## src/rtl/fft_out_serializer_if.sv

```systemverilog
// fft_out_serializer_if
//    Bundles the frame-capture side and the bin-stream side of the FFT
//    output serializer.
//    master : producer/consumer view (drives in_*, out_ready)
//    slave  : serializer view (drives in_ready, out_*, overflow)
//    Signals:
//       in_valid/in_ready     frame handshake
//       in_re/in_im           NBINS*DW parallel frame, bin k at [k*DW +: DW]
//       out_valid/out_ready   per-bin beat handshake
//       out_re/out_im         current bin data
//       out_idx/out_last      current bin number / final beat of frame
//       overflow              sticky dropped-frame flag
interface fft_out_serializer_if #(
   parameter int DW    = 16,
   parameter int NBINS = 8,
   parameter int IDX_W = 3
);
   logic                  in_valid;
   logic                  in_ready;
   logic [NBINS*DW-1:0]   in_re;
   logic [NBINS*DW-1:0]   in_im;
   logic                  out_valid;
   logic                  out_ready;
   logic [DW-1:0]         out_re;
   logic [DW-1:0]         out_im;
   logic [IDX_W-1:0]      out_idx;
   logic                  out_last;
   logic                  overflow;

   modport master (
      output in_valid, in_re, in_im, out_ready,
      input  in_ready, out_valid, out_re, out_im, out_idx, out_last, overflow
   );

   modport slave (
      input  in_valid, in_re, in_im, out_ready,
      output in_ready, out_valid, out_re, out_im, out_idx, out_last, overflow
   );
endinterface

```

## src/rtl/fft_out_serializer.sv

```systemverilog
// fft_out_serializer
//    Captures one parallel 8-bin complex FFT frame per handshake into a
//    two-slot ping-pong buffer and streams it out one bin per beat, in
//    natural bin order. Data passes through bit-exact.
//    Ports:
//       clk    rising-edge clock
//       reset  synchronous active-high reset
//       bus    fft_out_serializer_if.slave (frame in, bin stream out,
//              sticky overflow)
//    Optional build macro FFT_OUT_HALF_SPECTRUM_EN: real-input mode, only
//    bins 0..4 are stored and streamed (bins 5..7 are conjugates).
module fft_out_serializer #(
   parameter int DW    = 16,
   parameter int NBINS = 8,
   parameter int IDX_W = 3
) (
   input  logic                   clk,
   input  logic                   reset,
   fft_out_serializer_if.slave    bus
);

`ifdef FFT_OUT_HALF_SPECTRUM_EN
   localparam int NSTORE = NBINS / 2 + 1;
`else
   localparam int NSTORE = NBINS;
`endif
   localparam logic [IDX_W-1:0] LAST_IDX = IDX_W'(NSTORE - 1);

   // Buffer occupancy doubles as the control state.
   typedef enum logic [1:0] {
      EMPTY = 2'd0,
      ONE   = 2'd1,
      FULL  = 2'd2
   } state_t;

   state_t            state_reg, state_next;
   logic              wr_sel_reg, wr_sel_next;
   logic              rd_sel_reg, rd_sel_next;
   logic              overflow_reg, overflow_next;
   logic [IDX_W-1:0]  idx_reg, idx_next;

   logic [DW-1:0]     slot_re [2][NSTORE];
   logic [DW-1:0]     slot_im [2][NSTORE];
   logic [DW-1:0]     in_re_bin [NSTORE];
   logic [DW-1:0]     in_im_bin [NSTORE];

   logic              in_ready;
   logic              out_valid;
   logic              cap;
   logic              beat;
   logic              last_beat;

   // Unpack the parallel frame into per-bin words (only stored bins).
   for (genvar gi = 0; gi < NSTORE; gi++) begin : g_unpack
      assign in_re_bin[gi] = bus.in_re[gi*DW +: DW];
      assign in_im_bin[gi] = bus.in_im[gi*DW +: DW];
   end

   // in_ready deliberately ignores a same-cycle drain so it is a pure
   // register decode with no path from out_ready.
   assign in_ready  = (state_reg != FULL);
   assign out_valid = (state_reg != EMPTY);
   assign cap       = bus.in_valid && in_ready;
   assign beat      = out_valid && bus.out_ready;
   assign last_beat = beat && (idx_reg == LAST_IDX);

   always_comb begin
      state_next    = state_reg;
      wr_sel_next   = wr_sel_reg ^ cap;
      rd_sel_next   = rd_sel_reg ^ last_beat;
      overflow_next = overflow_reg | (bus.in_valid && !in_ready);
      idx_next      = idx_reg;

      if (beat) begin
         idx_next = last_beat ? '0 : idx_reg + 1'b1;
      end

      // Capture and release in the same cycle leave occupancy unchanged.
      unique case ({cap, last_beat})
         2'b10:   state_next = (state_reg == EMPTY) ? ONE : FULL;
         2'b01:   state_next = (state_reg == FULL) ? ONE : EMPTY;
         default: state_next = state_reg;
      endcase
   end

   always_ff @(posedge clk) begin
      if (reset) begin
         state_reg    <= EMPTY;
         wr_sel_reg   <= 1'b0;
         rd_sel_reg   <= 1'b0;
         overflow_reg <= 1'b0;
         idx_reg      <= '0;
      end else begin
         state_reg    <= state_next;
         wr_sel_reg   <= wr_sel_next;
         rd_sel_reg   <= rd_sel_next;
         overflow_reg <= overflow_next;
         idx_reg      <= idx_next;
      end
   end

   // A capture only happens with cnt<2, so slot[wr_sel] never holds
   // unread data when written.
   always_ff @(posedge clk) begin
      if (reset) begin
         for (int s = 0; s < 2; s++) begin
            for (int b = 0; b < NSTORE; b++) begin
               slot_re[s][b] <= '0;
               slot_im[s][b] <= '0;
            end
         end
      end else if (cap) begin
         for (int b = 0; b < NSTORE; b++) begin
            slot_re[wr_sel_reg][b] <= in_re_bin[b];
            slot_im[wr_sel_reg][b] <= in_im_bin[b];
         end
      end
   end

   assign bus.in_ready  = in_ready;
   assign bus.out_valid = out_valid;
   assign bus.out_re    = slot_re[rd_sel_reg][idx_reg];
   assign bus.out_im    = slot_im[rd_sel_reg][idx_reg];
   assign bus.out_idx   = idx_reg;
   assign bus.out_last  = out_valid && (idx_reg == LAST_IDX);
   assign bus.overflow  = overflow_reg;

endmodule

```

## src/flat_wrapper.sv

```systemverilog
// flat-port wrapper written by rule: the top's interface ports become plain ports
module fft_out_serializer_flat 
#(
   parameter int DW    = 16,
   parameter int NBINS = 8,
   parameter int IDX_W = 3
)
  (clk, reset, bus_in_valid, bus_in_re, bus_in_im, bus_out_ready, bus_in_ready, bus_out_valid, bus_out_re, bus_out_im, bus_out_idx, bus_out_last, bus_overflow);
  fft_out_serializer_if #(.DW(DW), .NBINS(NBINS), .IDX_W(IDX_W)) bus_i ();
  input  logic clk;
  input  logic reset;
  input wire logic [$bits(bus_i.in_valid)-1:0] bus_in_valid;
  input wire logic [$bits(bus_i.in_re)-1:0] bus_in_re;
  input wire logic [$bits(bus_i.in_im)-1:0] bus_in_im;
  input wire logic [$bits(bus_i.out_ready)-1:0] bus_out_ready;
  output wire logic [$bits(bus_i.in_ready)-1:0] bus_in_ready;
  output wire logic [$bits(bus_i.out_valid)-1:0] bus_out_valid;
  output wire logic [$bits(bus_i.out_re)-1:0] bus_out_re;
  output wire logic [$bits(bus_i.out_im)-1:0] bus_out_im;
  output wire logic [$bits(bus_i.out_idx)-1:0] bus_out_idx;
  output wire logic [$bits(bus_i.out_last)-1:0] bus_out_last;
  output wire logic [$bits(bus_i.overflow)-1:0] bus_overflow;
  assign bus_i.in_valid = bus_in_valid;
  assign bus_i.in_re = bus_in_re;
  assign bus_i.in_im = bus_in_im;
  assign bus_i.out_ready = bus_out_ready;
  assign bus_in_ready = bus_i.in_ready;
  assign bus_out_valid = bus_i.out_valid;
  assign bus_out_re = bus_i.out_re;
  assign bus_out_im = bus_i.out_im;
  assign bus_out_idx = bus_i.out_idx;
  assign bus_out_last = bus_i.out_last;
  assign bus_overflow = bus_i.overflow;
  fft_out_serializer #(.DW(DW), .NBINS(NBINS), .IDX_W(IDX_W)) u_core (.clk(clk), .reset(reset), .bus(bus_i));
endmodule
```

## config.mk

```make
export PLATFORM = sky130hd
export DESIGN_NAME = fft_out_serializer_flat
export DESIGN_NICKNAME = d
export VERILOG_FILES = /design/src/rtl/fft_out_serializer_if.sv /design/src/rtl/fft_out_serializer.sv /design/src/flat_wrapper.sv
export SDC_FILE = /design/constraint.sdc
export NUM_CORES = 1
export LEC_CHECK = 0
export CORE_MARGIN = 2
export CORE_UTILIZATION = 57
export CTS_CLUSTER_SIZE = 30
export DETAILED_ROUTE_END_ITERATION = 10
export DONT_BUFFER_PORTS = 1
export GPL_ROUTABILITY_DRIVEN = 0
export PLACE_DENSITY = 0.8
export SYNTH_ARGS = -nofsm -noshare
export SYNTH_HDL_FRONTEND = slang
export SYNTH_SLANG_ARGS = --single-unit
```

## constraint.sdc

```tcl
create_clock -name clk -period 7.05 [get_ports clk]
set_input_delay 0.705 -clock clk [delete_from_list [all_inputs] [get_ports clk]]
set_output_delay 0.705 -clock clk [all_outputs]
set_load 0.03 [all_outputs]
```

# Yosys cells after proc, flatten, opt, wreduce, memory -nomap -nowiden
# Memories as Yosys holds them, arrays and structs flattened. A register that Yosys moved wholly into a read port is not among the register bits.
# Cells that the tools add are included.
[op_classes] add_sub_neg=1 order_cmp=1 n_eq_ne=5 mux=23 n_bitwise=4 n_reduce_logical=11
[ops] operator="$mux 128" n=2
[ops] operator="$reduce_or 128->1" n=2
[ops] operator="$bmux 16 s3" n=2
[ops] operator="$mux 16" n=4
[ops] operator="$mux 1" n=12
[ops] operator="$logic_and 1x1->1" n=5
[ops] operator="$eq 2x2->1 const B" n=2
[ops] operator="$ge 4x4->1 const B" n=1
[ops] operator="$not 3->4" n=1
[ops] operator="$pmux 2 s2" n=1
[ops] operator="$reduce_bool 2->1" n=2
[ops] operator="$add 3x1->3 const B" n=1
[ops] operator="$eq 3x3->1 const B" n=1
[ops] operator="$mux 3" n=1
[ops] operator="$eq 2x1->1 const B" n=1
[ops] operator="$logic_not 2->1" n=1
[ops] operator="$mux 2" n=1
[ops] operator="$ne 2x2->1 const B" n=1
[ops] operator="$xor 1x1->1" n=2
[ops] operator="$logic_not 1->1" n=1
[ops] operator="$or 1x1->1" n=1
[totals] regBits=8 ramBits=512 inputBits=260 out_inout_bits=39 elab_cells=52 mem_count=2
[mem_list] memory="u_core.slot_im" depth=2 width=128 rd=1 rd_ports_with_merged_regs=1 write_ports=2 line="fft_out_serializer.sv:43" text="logic [DW-1:0] slot_im [2][NSTORE];"
[mem_list] memory="u_core.slot_re" depth=2 width=128 rd=1 rd_ports_with_merged_regs=1 write_ports=2 line="fft_out_serializer.sv:42" text="logic [DW-1:0] slot_re [2][NSTORE];"

# Depth between registers and ports, before layout
# Gate-level depths: netlist of the first run.
[logic_depth] ltp_word=7 mapped_depth=8 ltp_nobuf=8

# Worst setup path after synthesis of the first run
# Ideal clock, no wire load.
[synth_path] kind="input to register" startpoint="input port bus_in_valid" endpoint="memory u_core.slot_im[0][0] (netlist name) (enable)" setup_ps=664 t_arrival_ps=6963 t_required_ps=6386 slack_ps=-577 cell_stages=3 n_path_buf=0 path_cell_list="inv_1 > or3_1 > nand2b_1"
[synth_lines] item="from (decl)" line="flat_wrapper.sv:12" text="input wire logic [$bits(bus_i.in_valid)-1:0] bus_in_valid;"
[synth_lines] item="to (decl)" line="fft_out_serializer.sv:43"

==> flow_summary.yaml, run 1 <==
timing:
  fin_ws_ps: 2690
  tns_ps: 0
  skew_ps: 18.1
  setup_violations: 0
  whs_ps: 166
  tightest_slew_ps: 1110
  slew_headroom_pct: 25.9
  maxSlewViolCount: 0
  hold_viol: 0
  rsz0062_at_grt: "no"
  clock.fmax_ghz: 0.229
  fin_crit_sh_pct: 61.9
  min_period_ps: 4360
placement:
  pre_cts_slack_ps: 3210
  dp_cells: 1841
  placed_area_um2: 23400
  port_buffers: 0
  dp_hpwl_um: 32600
floorplan:
  die-area_um2: 41900
  num_io_pins: 299
  rows: 73
  die_w_um: 205
  design.core.area_um2: 39700
  die_h_um: 205
  start_util_pct: 57.8
cts:
  tritoncts: "yes"
  cts_inserted_buffers: 52
  ctsResizeCount: 0
  clk_latency_ps: 590
  cts_setup_buffers: 0
  holdBufCountCts: 0
  htree_levels: 2
  clkSlewWorstSetupHoldPaths_ps: 60
  max-clock-path-buffers: 3
  cts_root_buf: "clkbuf_16"
  cts_sinks: 520
critical_path:
  cp-start-kind: "flip-flop"
  cpPeakStageDelay_ps: 920
  worst-path-buf-inv: 1
  worstSetupPathType: "flip-flop to output port"
  slowest_stage: "dfxtp_4"
  required_ps: 6340
  crit_arrival_ps: 3660
  cp_max_fo: 65
  cp_cell_sequence: "buf_12 -> mux4_2 -> a22oi_1 -> nand2_1"
  end_kind: "output port"
  crit_family: "flip-flops"
final_layout:
  drive_above_1_share_pct: 16.4
  fin_cells: 1966
  fin_util_pct: 63.2
  layout.nets: 1633
  num-fill-cells: 2816
  final_area_um2: 25100
  area_growth_pct: 9.34
yosys:
  yosys.area_share.adder_pct: 0.163
  yosys_warnings: 0
  yosysSeqAreaShare_pct: 67.6
  synthTopCellsByCount: "edfxtp_1, and2_1, mux4_2, clkbuf_1, a22oi_1"
  async_reset_ff_share_pct: 0
  synth-simple-area-share_pct: 15.1
  synth_compound_area_share_pct: 2.46
  synth_top_cell_area_share_pct: 66.9
  synth_most_common_cell: "edfxtp_1"
  synth.mux.area_fraction_pct: 12.6
  synth_top_family_by_area: "simple AND/OR/NAND/NOR gates"
  ys_ff_latch: 520
  yosys_most_used_dff: "edfxtp_1"
  synth_edf_count: 512
  synth_cells: 1407
  ys_types: 30
  netlist_top_cells_area: "edfxtp_1, and2_1, mux4_2, a22oi_1, clkbuf_1"
  synth-xor-area-share_pct: 0.0381
  yosysTopAreaCell: "edfxtp_1"
  synth.cell_area_um2: 23000
  avgSynthCellArea_um2: 16.3
  syn_nets: 1670
route:
  drtIter0Drc: 1171
  ant_nets: 0
  viasPerCell: 6.08
  dr_total_vias: 11900
  wl_um: 52700
  drt_first_pass_iters: 5
  post_drt_wl_per_cell_um: 26.8
  drc: 0
global_routing:
  grt_usage_pct: 25.5
  overflow: 0
  antenna_found_initial: 17
  grt_pass1_vias: 12400
  grt_pass1_wl_um: 77400
  grt_max_degree: 258
power_and_ir_drop:
  p_leak_nw: 9.03
  powerDensity_nw_per_um2: 278
  peakVddDrop_v: 0.000217
  power_mw: 6.97
hold_path:
  hp-class: "primary input to flip-flop"
job:
  maxCapViolCount: 0
outcome:
  status: "finished clean"
-- cell families after synthesis --
family | after synthesis
AND/OR/NAND/NOR | 567
flip-flops | 520
multiplexers | 128
buffers and inverters | 109
AO/OA/AOI/OAI | 79
adder cells (fa/ha/maj) | 3
XOR/XNOR | 1
-- cell type report --
cell class / count / area, µm² / share of cell area, %
flip-flops and latches: 520 / 15500 / 61.9
inverters: 4 / 15.0 / 0.0598
clock buffers: 68 / 1420 / 5.67
well taps: 525 / 657 / 2.62
diodes: 28 / 70.1 / 0.279
clock inverters: 29 / 233 / 0.927
repair buffers: 14 / 168 / 0.668
multi-input cells: 778 / 7010 / 27.9
-- cell usage in the layout (no fill, tap or decap), drive strengths merged, types with 4 or more instances in the layout --
cell type    n
inv          4
clkinvlp     4
a21oi        8
buf         14
mux4       128
edfxtp     512
diode       28
clkbuf      68
clkinv      22
and2       482
dfxtp        8
nand2       37
or3          4
a22oi       64
and3        32
-- worst paths after layout --
path                         startpoint                  end  slack [ps]  cells past startpoint
hold reg to reg     u_core.state_reg[0]  u_core.state_reg[0]         550                      2
setup reg to reg  u_core.bus.out_idx[0]  u_core.state_reg[0]        4120                      8
hold / removal                    reset    u_core.rd_sel_reg         170                      1
setup / recovery      u_core.rd_sel_reg        bus_out_re[1]        2690                      4
-- per-layer routing --
| metal | GRT usage [%] | wire [µm] |
|---|---|---|
| met4 | 10.0 | 1690 |
| met3 | 9.59 | 5400 |
| met2 | 38.4 | 25100 |
| met5 | 0 | 59 |
| met1 | 34.0 | 20400 |
-- report_power, final --
group,total (mW),internal (mW),leakage [nW],switching [mW]
logic,0.547,0.212,2.74,0.335
registers,3.75,3.67,5.49,0.0727
clock network,2.68,1.53,0.810,1.15
total,6.97,5.42,9.03,1.56
(Power assumes the default switching activity.)
==> run 2: changes to the inputs <==
==> constraint.sdc (replaced) <==
create_clock -name clk -period 4 [get_ports clk]
set_input_delay 0.4 -clock clk [delete_from_list [all_inputs] [get_ports clk]]
set_output_delay 0.4 -clock clk [all_outputs]
set_load 0.03 [all_outputs]
==> run 2 against run 1 <==
Effect of this change:
- clock power grew 68%
- total power rose by 77%
- die area unchanged
- combinational power grew 130%
- clock skew shrank 9.2 ps
- global-route usage rose by 2.2 points
- largest power group unchanged
- hold slack lost 150 ps
- final area rose by 10%
- clock-buffer cell count decreased by 1
- critical path depth stayed put
- via count grew 12%
- core utilization increased by 6.5 points
==> flow_summary.yaml, run 2 (synthesis results as in run 1) <==
floorplan:
  die_w_um: 205
  start_util_pct: 57.8
  rows: 73
  die_h_um: 205
  design.core.area_um2: 39700
  die-area_um2: 41900
  num_io_pins: 299
final_layout:
  area_growth_pct: 20.5
  mostFrequentLayoutCells: "edfxtp_1, and2_1, dlygate4sd3_1"
  layout.nets: 1906
  mostFrequentLayoutCell: "edfxtp_1"
  drive_above_1_share_pct: 14.7
global_routing:
  grt_pass1_vias: 13900
  antenna_found_initial: 6
  grt_pass1_wl_um: 85400
  grt_usage_pct: 27.7
  overflow: 0
  grt_max_degree: 257
critical_path:
  cp_max_fo: 31
  end_kind: "output port"
  cp-start-kind: "flip-flop"
  required_ps: 3600
  r2r-start: "u_core.wr_sel_reg"
  worstSetupPathType: "flip-flop to output port"
  crit_arrival_ps: 3150
  startpoint: "u_core.rd_sel_reg"
power_and_ir_drop:
  p_sw_mw: 2.85
  seqPwrFrac_pct: 53.5
  p_leak_nw: 10.2
  comb_power_share_pct: 10.0
  pwr-share-clk_pct: 36.5
  powerDensity_nw_per_um2: 447
  switching_share_pct: 23.0
  peakVddDrop_v: 0.000439
  p_int_mw: 9.52
cts:
  cts_sinks: 520
  cts_root_buf: "clkbuf_16"
  max-clock-path-buffers: 3
  ctsResizeCount: 0
  htree_levels: 2
  tritoncts: "yes"
  cts_inserted_buffers: 53
  cts_setup_buffers: 0
  clkSlewWorstSetupHoldPaths_ps: 60
  clk_latency_ps: 590
hold_path:
  min_from: "bus_in_im[22]"
  hp-class: "primary input to flip-flop"
timing:
  min_period_ps: 3550
  skew_ps: 8.82
  maxSlewViolCount: 0
  slew_headroom_pct: 12.9
  whs_ps: 15.2
  fin_crit_sh_pct: 88.7
  tightest_slew_ps: 1310
  hold_viol: 0
  tns_ps: 0
  rsz0062_at_grt: "no"
  setup_violations: 0
  clock.fmax_ghz: 0.282
route:
  post_drt_wl_per_cell_um: 26.0
  viasPerCell: 6.04
  drt_first_pass_iters: 5
  wl_um: 57600
  ant_nets: 0
  drtIter0Drc: 1360
  drc: 0
  dr_total_vias: 13400
placement:
  dp_hpwl_um: 34000
  port_buffers: 0
outcome:
  status: "finished clean"
job:
  maxCapViolCount: 0
==> run 2: layout make-up <==
cell class	instances	area (µm²)
diodes	11	27.5
clock buffers	67	1380
clock inverters	24	150
fillers	2472	12000
inverters	4	15.0
multi-input cells	778	7010
flip-flops and latches	520	15500
well taps	525	657
repair buffers	286	2910
==> run 2: path summary, 6_finish.rpt <==
path	end	cells past startpoint	slack [ps]
setup reg to reg	u_core.slot_re[0][52]	4	1420
hold reg to reg	u_core.state_reg[0]	2	560
setup / recovery	bus_out_im[12]	4	450
hold / removal	u_core.slot_im[1][102]	1	20
==> run 2: routing by layer <==
| layer | global-route usage (%) | vias up | wire length, µm |
|---|---|---|---|
| li1 | - | 5759 | - |
| met1 | 38.4 | 6856 | 23100 |
| met2 | 43.4 | 644 | 28000 |
| met3 | 5.82 | 120 | 4580 |
| met4 | 11.3 | 0 | 1970 |
| met5 | 0 | - | 0 |
==> run 2: power groups by stage <==
stage | clock (mW) | sequential [mW] | combinational (mW)
after detailed placement | 0 | 6.72 | 0.999
after global routing | 4.74 | 6.65 | 1.31
final | 4.51 | 6.62 | 1.24
after global placement | 0 | 6.69 | 0.978
after floorplan | 0 | 6.66 | 0.745
after CTS | 4.52 | 6.61 | 1.23
==> run 2: worst max-delay path: stages, from the launching register on <==
cell and delay [ps]:
dfxtp_4 820, buf_4 350, mux4_2 520, a22oi_1 470, nand2_1 380
==> run 2: through the flow <==
| stage | area (µm²) | setup WS [ps] | util (%) | std cells | total power [mW] |
|---|---|---|---|---|---|
| floorplan | 23000 | 895 | - | 1407 | 7.41 |
| global placement | 23700 | 1030 | 59.6 | 1868 | 7.67 |
| detailed placement | 23700 | 1030 | 59.6 | 1868 | 7.72 |
| CTS | 27700 | 389 | 69.6 | 2204 | 12.4 |
| global route | 27700 | 272 | 69.7 | 2210 | 12.7 |
| finish | 27700 | 452 | 69.7 | 2215 | 12.4 |
==> run 2: timing repair <==
| action | in CTS | in global routing |
|---|---|---|
| hold endpoints to repair | 395 | 0 |
| hold buffers | 245 | 0 |
| setup endpoints to repair | 0 | 0 |
==> run 3: changes to the inputs <==
--- a/config.mk
+++ b/config.mk
@@ -5,6 +5,7 @@
 export SDC_FILE = /design/constraint.sdc
 export NUM_CORES = 1
 export LEC_CHECK = 0
+export CAP_MARGIN = 10
 export CORE_MARGIN = 2
 export CORE_UTILIZATION = 57
 export CTS_CLUSTER_SIZE = 30
@@ -12,6 +13,7 @@
 export DONT_BUFFER_PORTS = 1
 export GPL_ROUTABILITY_DRIVEN = 0
 export PLACE_DENSITY = 0.8
+export SKIP_CTS_REPAIR_TIMING = 1
 export SYNTH_ARGS = -nofsm -noshare
 export SYNTH_HDL_FRONTEND = slang
 export SYNTH_SLANG_ARGS = --single-unit
==> constraint.sdc (replaced) <==
create_clock -name clk -period 3.15 [get_ports clk]
set_input_delay 0.315 -clock clk [delete_from_list [all_inputs] [get_ports clk]]
set_output_delay 0.315 -clock clk [all_outputs]
set_load 0.03 [all_outputs]
==> run 3 against run 2 <==
Effect of this change:
- clock skew increased by 5.3 ps
- wire length grew 0.58%
- global-route usage down 2.6 points
- non-clock buffer count rose by 38
- cell count grew 1.9%
- critical path depth is the same
- sequential cell count did not move
- largest cell class unchanged
- final area increased by 2.1%
- via count grew 0.87%
==> flow_summary.yaml, run 3 (synthesis results as in run 1) <==
cts:
  max-clock-path-buffers: 3
  cts_sinks: 520
  clkSlewWorstSetupHoldPaths_ps: 60
  htree_levels: 2
  cts_inserted_buffers: 54
  cts_root_buf: "clkbuf_16"
  clk_latency_ps: 590
  tritoncts: "yes"
critical_path:
  worstSetupPathType: "flip-flop to output port"
  cp-start-kind: "flip-flop"
  worst-path-stages: 4
  worst-path-buf-inv: 1
  crit_family: "flip-flops"
  cpPeakStageDelay_ps: 800
  reg2reg_depth: 4
  slowest_stage: "dfxtp_1"
  cp_cell_sequence: "nor2_4 -> buf_4 -> a22oi_1 -> nand2_1"
  cp_max_fo: 16
  end_kind: "output port"
  required_ps: 2830
  crit_arrival_ps: 2710
final_layout:
  area_growth_pct: 23.1
  num-fill-cells: 2374
  drive_above_1_share_pct: 16.1
  mostFrequentLayoutCells: "edfxtp_1, and2_1, dlygate4sd3_1"
  layout.nets: 1945
  fin_cells: 2256
  mostFrequentLayoutCell: "edfxtp_1"
global_routing:
  grt_pass1_vias: 12500
  grt_max_degree: 257
  overflow: 0
  antenna_found_initial: 9
  grt_usage_pct: 25.2
  grt_pass1_wl_um: 77100
floorplan:
  die_h_um: 205
  rows: 73
  die_w_um: 205
  die-area_um2: 41900
  start_util_pct: 57.8
  num_io_pins: 299
  design.core.area_um2: 39700
timing:
  min_period_ps: 3030
  setup_violations: 0
  rsz0062_at_grt: "no"
  hold_viol: 0
  maxSlewViolCount: 0
  fin_crit_sh_pct: 96.1
  skew_ps: 14.1
  tightest_slew_ps: 1130
  clock.fmax_ghz: 0.330
  slew_headroom_pct: 24.5
route:
  drt_first_pass_iters: 5
  drtIter0Drc: 1505
  viasPerCell: 5.98
  dr_total_vias: 13500
  ant_nets: 0
  post_drt_wl_per_cell_um: 25.7
  wl_um: 57900
  drc: 0
placement:
  port_buffers: 0
  dp_cells: 1886
  dp_hpwl_um: 33600
hold_path:
  min_path_cells: 3
  hp-class: "primary input to flip-flop"
power_and_ir_drop:
  power_mw: 16.1
  peakVddDrop_v: 0.000678
  p_leak_nw: 10.4
  powerDensity_nw_per_um2: 570
job:
  maxCapViolCount: 0
outcome:
  status: "finished clean"
==> run 3: changes by cell type in the layout (fill, tap and decap cells not counted), sizes merged <==
cell | before | now
dlygate4sd3 | 245 | 258
clkbuf | 67 | 68
buf | 41 | 66
bufinv | 1 | 3
inv | 5 | 6
diode | 11 | 8
clkinvlp | 2 | 1
clkinv | 20 | 23
==> run 3: tightest hold or removal path: stages <==
cell,delay (ps)
o21a_1,100
nand3_1,80
a21oi_1,60
==> run 3: final cells by class <==
class                      instances  area [µm²]  area share [%]
sequential                       520       15500            55.0
antenna                            8        20.0          0.0708
multi-input combinational        778        7020            24.8
timing repair buffer             324        3390            12.0
tap                              525         657            2.32
clock buffer                      68        1430            5.04
clock inverter                    29         211           0.748
inverter                           4        15.0          0.0531
==> run 3: final timing paths <==
check / startpoint / endpoint / slack [ps]
worst min register to register: u_core.bus.out_idx[1] / u_core.bus.out_idx[1] / 570
worst max-delay path: u_core.bus.out_idx[2] / bus_out_re[6] / 120
worst max register to register: u_core.state_reg[1] / u_core.slot_im[1][114] / 850
worst min-delay path: bus_out_ready / u_core.bus.out_idx[1] / 30
==> run 3: layer usage <==
layer / share of wire (%) / global-route usage (%) / wire length [µm]
met1: 40 / 34.4 / 23000
met2: 51 / 40.1 / 29400
met3: 7.5 / 6.40 / 4320
met4: 2.1 / 8.05 / 1190
met5: 0.022 / 0 / 13
==> run 3: stage by stage <==
| step | setup slack [ps] | hold slack [ps] | utilization, % | setup TNS (ps) | cell area (µm²) |
|---|---|---|---|---|---|
| floorplan | 46.8 | 456 | - | 0 | 23000 |
| global placement | 459 | 385 | 60.2 | 0 | 23900 |
| detailed placement | 463 | 382 | 60.2 | 0 | 23900 |
| CTS | -177 | -245 | 64.3 | -865 | 25600 |
| global route | 11.8 | 19.7 | 71.2 | 0 | 28300 |
| finish | 123 | 26.7 | 71.2 | 0 | 28300 |
==> run 3: report_power, final <==
group | switching, mW | internal, mW | total [mW]
registers | 0.172 | 8.21 | 8.39
logic | 0.908 | 0.765 | 1.67
clock network | 2.64 | 3.43 | 6.07
